File: src/rtl/score_digit_driver.sv
// Two-digit BCD score keeper for the memory game, producing 7-segment digit
// codes with leading-zero blanking and a game-over blink.
module score_digit_driver #(
  parameter int CLKS_PER_BLINK = 12500000,
  parameter int MAX_SCORE      = 99
) (
  input  logic       i_Clk,
  input  logic       i_Rst,
  input  logic       i_Score_Inc,
  input  logic       i_Score_Clr,
  input  logic       i_Game_Over,
  output logic [3:0] o_Ones,
  output logic [3:0] o_Tens,
  output logic       o_Max
);

  localparam int              CNT_W    = (CLKS_PER_BLINK > 2) ? $clog2(CLKS_PER_BLINK) : 1;
  localparam logic [CNT_W-1:0] CNT_LAST = CNT_W'(CLKS_PER_BLINK - 1);
  localparam logic [3:0]      MAX_TENS = 4'(MAX_SCORE / 10);
  localparam logic [3:0]      MAX_ONES = 4'(MAX_SCORE % 10);
  localparam logic [3:0]      BLANK    = 4'hF;

  logic [3:0]       ones;
  logic [3:0]       tens;
  logic [CNT_W-1:0] blink_cnt;
  logic             phase_on;
  logic             at_max;

  assign at_max = (tens == MAX_TENS) && (ones == MAX_ONES);

  // Score state: clear beats the game-over freeze, which beats increment.
  always_ff @(posedge i_Clk or posedge i_Rst) begin
    if (i_Rst) begin
      ones <= 4'd0;
      tens <= 4'd0;
    end else if (i_Score_Clr) begin
      ones <= 4'd0;
      tens <= 4'd0;
    end else if (!i_Game_Over && i_Score_Inc && !at_max) begin
      if (ones == 4'd9) begin
        ones <= 4'd0;
        tens <= tens + 4'd1;
      end else begin
        ones <= ones + 4'd1;
      end
    end
  end

  // Blink timer restarts visible on every game-over entry.
  always_ff @(posedge i_Clk or posedge i_Rst) begin
    if (i_Rst) begin
      blink_cnt <= '0;
      phase_on  <= 1'b1;
    end else if (!i_Game_Over) begin
      blink_cnt <= '0;
      phase_on  <= 1'b1;
    end else if (blink_cnt == CNT_LAST) begin
      blink_cnt <= '0;
      phase_on  <= !phase_on;
    end else begin
      blink_cnt <= blink_cnt + 1'b1;
    end
  end

  // Output register decodes the current state, giving one cycle of latency.
  always_ff @(posedge i_Clk or posedge i_Rst) begin
    if (i_Rst) begin
      o_Ones <= 4'h0;
      o_Tens <= BLANK;
      o_Max  <= 1'b0;
    end else begin
      o_Max <= at_max;
      if (!phase_on) begin
        o_Ones <= BLANK;
        o_Tens <= BLANK;
      end else if (tens == 4'd0) begin
        o_Ones <= ones;
        o_Tens <= BLANK;
      end else begin
        o_Ones <= ones;
        o_Tens <= tens;
      end
    end
  end

endmodule
File: config.mk
export PLATFORM = sky130hd
export DESIGN_NAME = score_digit_driver
export DESIGN_NICKNAME = d
export VERILOG_FILES = /design/src/rtl/score_digit_driver.sv
export SDC_FILE = /design/constraint.sdc
export NUM_CORES = 1
export LEC_CHECK = 0
export CAP_MARGIN = 20
export CORE_MARGIN = 2
export CORE_UTILIZATION = 55
export CTS_BUF_LIST = sky130_fd_sc_hd__clkbuf_4
export CTS_CLUSTER_DIAMETER = 60
export DETAILED_ROUTE_END_ITERATION = 16
export PLACE_DENSITY = 0.78
export SKIP_CTS_REPAIR_TIMING = 1
export SLEW_MARGIN = 25
export SYNTH_ARGS = -nofsm -noshare
export SYNTH_HDL_FRONTEND = slang
export SYNTH_SLANG_ARGS = --single-unit
File: constraint.sdc
create_clock -name i_Clk -period 1.85 [get_ports i_Clk]
set_input_delay 0.2775 -clock i_Clk [delete_from_list [all_inputs] [get_ports i_Clk]]
set_output_delay 0.2775 -clock i_Clk [all_outputs]
set_load 0.005 [all_outputs]
==> results.cfg <==
[drt]
totalWireLength_um = 3763
drtPass1Iterations = 4
vias = 1559
drt.antenna.violating_nets = 0
vias_per_cell = 5.489
first_iter_violations = 99
drc = 0
routedWlPerCell_um = 13.25

[placed_design]
dpl_cell_area_mm2 = 0.002303
numPortBuffers = 13
dp_hpwl_um = 2732
routabilityCongestion = 0.7835

[sta]
hold_viol_final = 0
maxSlewHeadroom = 0.7840
setup_viol = 0
worst_pin_slew_ps = 323.6
fin_crit_ps = 1738
skew_ps = 10.22
max_freq_mhz = 575.3
slew_violations = 0
rsz0062_at_grt = no
tns_ps = 0
post-route-period-util = 0.9396

[clock_network]
cts_root_buf = clkbuf_4
numCtsBuffers = 5
cts_tree = done
htree_levels = 2
clk_pin_slew_ps = 120
cts_buffer_depth = 2
cts_sinks = 42
clk-insertion-delay-late_ps = 360

[setup_path]
cp-startpoint = blink_cnt[8]$_DFF_PP0_
r2r_start = blink_cnt[8]$_DFF_PP0_
cp_cell_sequence = nand4_1 -> or4_4 -> or3_1 -> a21oi_1
crit_required_ps = 2140
r2r_end = blink_cnt[23]$_DFF_PP0_
rr_worst_depth = 4
cpPeakStageDelay_ps = 570
start_kind = flop
cp_slowest_cell = or4_4
crit_type = flop to flop
arrival_ps = 2030
cp_max_fo = 10
r2r_slack_ps = 110
critPathCaptureType = flop

[logic_synthesis]
synth_seq_cells = 42
synth_edf_count = 0
synth_top_cell_by_area = dfrtp_1
async_reset_ff_frac = 1.000
yosysTopAreaCellShare = 0.4474
synthTopCellsByCount = dfrtp_1 (37), nor2_1 (23), a21oi_1 (14), o21ai_0 (14), nand3_1 (13)
ys_top_cells_by_area = dfrtp_1 (45%), dfstp_2 (6.3%), nor2_1 (4.2%)
ys.warnings.count = 0
seq_area_frac_synth = 0.5109
syn-cell-area_mm2 = 0.002069
ys.flop_type = dfrtp_1
yosysMostFrequentCell = dfrtp_1
syn_nets = 225
synthCells = 214
synth_cell_type_count = 33
syn_avg_cell_area_um2 = 9.670

[global_routing]
grt_pass1_vias = 1436
antenna_found_initial = 0
grt_max_degree = 25
grt_pass1_wl_um = 6423
grtUsageTotal = 0.1993
gr-total-overflow = 0

[die]
start_util = 0.5696
die_x_um = 65.34
die-area_mm2 = 0.004269
num_rows = 22
die_h_um = 65.34
core_region_area_mm2 = 0.003633
io_pins = 14

[outcome]
status = finished, final reports clean

[power]
leakagePower_nw = 0.9910
ir_drop_v = 0.0004619
power_density_mw_per_mm2 = 614.6

[cells_and_area]
antennaDiodeCount = 0
drive_above_1_share = 0.1144
fill_cells = 308
nets = 246
final_cell_area_mm2 = 0.002371
area_delta_synth_final_pct = 14.57

[job]
cap_violations = 0

[hold_path]
hp-class = input pin to asynchronous set/reset pin
[placed cells by master, fill, tap and decap left out, types with 9 or more instances in the layout]
| master | synthesis | final |
|---|---|---|
| or3_1 | 11 | 11 |
| nor2_1 | 23 | 23 |
| nand4_1 | 9 | 9 |
| nand2_1 | 10 | 10 |
| a21oi_1 | 14 | 14 |
| buf_4 | 1 | 9 |
| o21ai_0 | 14 | 14 |
| nand3_1 | 13 | 12 |
| dfrtp_1 | 37 | 37 |
| clkdlybuf4s50_1 | 0 | 13 |
[flip-flops by register name, indices dropped and copies added (netlist names)]
name,flops
o_Ones,4
ones,4
blink_cnt,24
o_Tens,4
o_Max,1
tens,4
phase_on,1
[stage by stage]
stage               hold slack [ps]  setup slack, ps  std cells    util  total power [mW]
floorplan                     338.0            146.5        214       -            0.9957
global placement              465.8            122.1        276  0.6340             1.031
detailed placement            493.1            80.67        276  0.6340             1.032
CTS                           142.5            51.52        284  0.6488             1.475
global route                  152.0            4.197        284  0.6525             1.523
finish                        157.1            111.8        284  0.6525             1.457
[logic make-up (layout without fill, tap and decap cells)]
family / after synthesis / after routing / share of synthesized area
fa+ha+maj: 6 / 6 / 0.03627
xor+xnor: 15 / 15 / 0.06348
flops: 42 / 42 / 0.5109
mux: 1 / 1 / 0.004837
simple gates: 103 / 103 / 0.2751
compound gates: 30 / 30 / 0.07376
buf+inv: 17 / 39 / 0.03567
[worst max-delay path by stage]
stage	cells past startpoint	endpoint
after CTS	4	blink_cnt[21]$_DFF_PP0_
after global routing	4	blink_cnt[19]$_DFF_PP0_
after floorplan	6	blink_cnt[20]$_DFF_PP0_
final	4	blink_cnt[23]$_DFF_PP0_
after detailed placement	4	blink_cnt[21]$_DFF_PP0_
after global placement	4	blink_cnt[23]$_DFF_PP0_
[report_power, final]
part           internal (mW)  switching (mW)  leakage (nW)
Clock                  0.141           0.301        0.0286
Combinational         0.0311          0.0472         0.397
Sequential             0.928         0.00868         0.566
[worst max-delay path: cells and delay by family, from the launching register on]
kind | cells | cell delay, ps
and+or+nand+nor | 3 | 1110
DFF | 1 | 430
AOI/OAI and AO/OA | 1 | 140
[metal layers]
metal / vias to the layer above / GRT usage / routed length (um)
met1: 734 / 0.2754 / 1888
met3: 5 / 0.05137 / 140
met2: 30 / 0.2934 / 1659
met4: 0 / 0.09375 / 74
li1: 790 / - / -
met5: - / 0 / 0
[area by class of cell]
type,instances,area (um^2),area share
Sequential cell,42,1057,0.4459
Multi-Input combinational cell,155,952.2,0.4016
Timing Repair Buffer,23,217.7,0.09182
Tap cell,48,60.06,0.02533
Clock buffer,5,37.54,0.01583
Inverter,8,30.03,0.01266
Clock inverter,3,16.27,0.006860
Note: power is estimated with default switching activity, not from simulation.
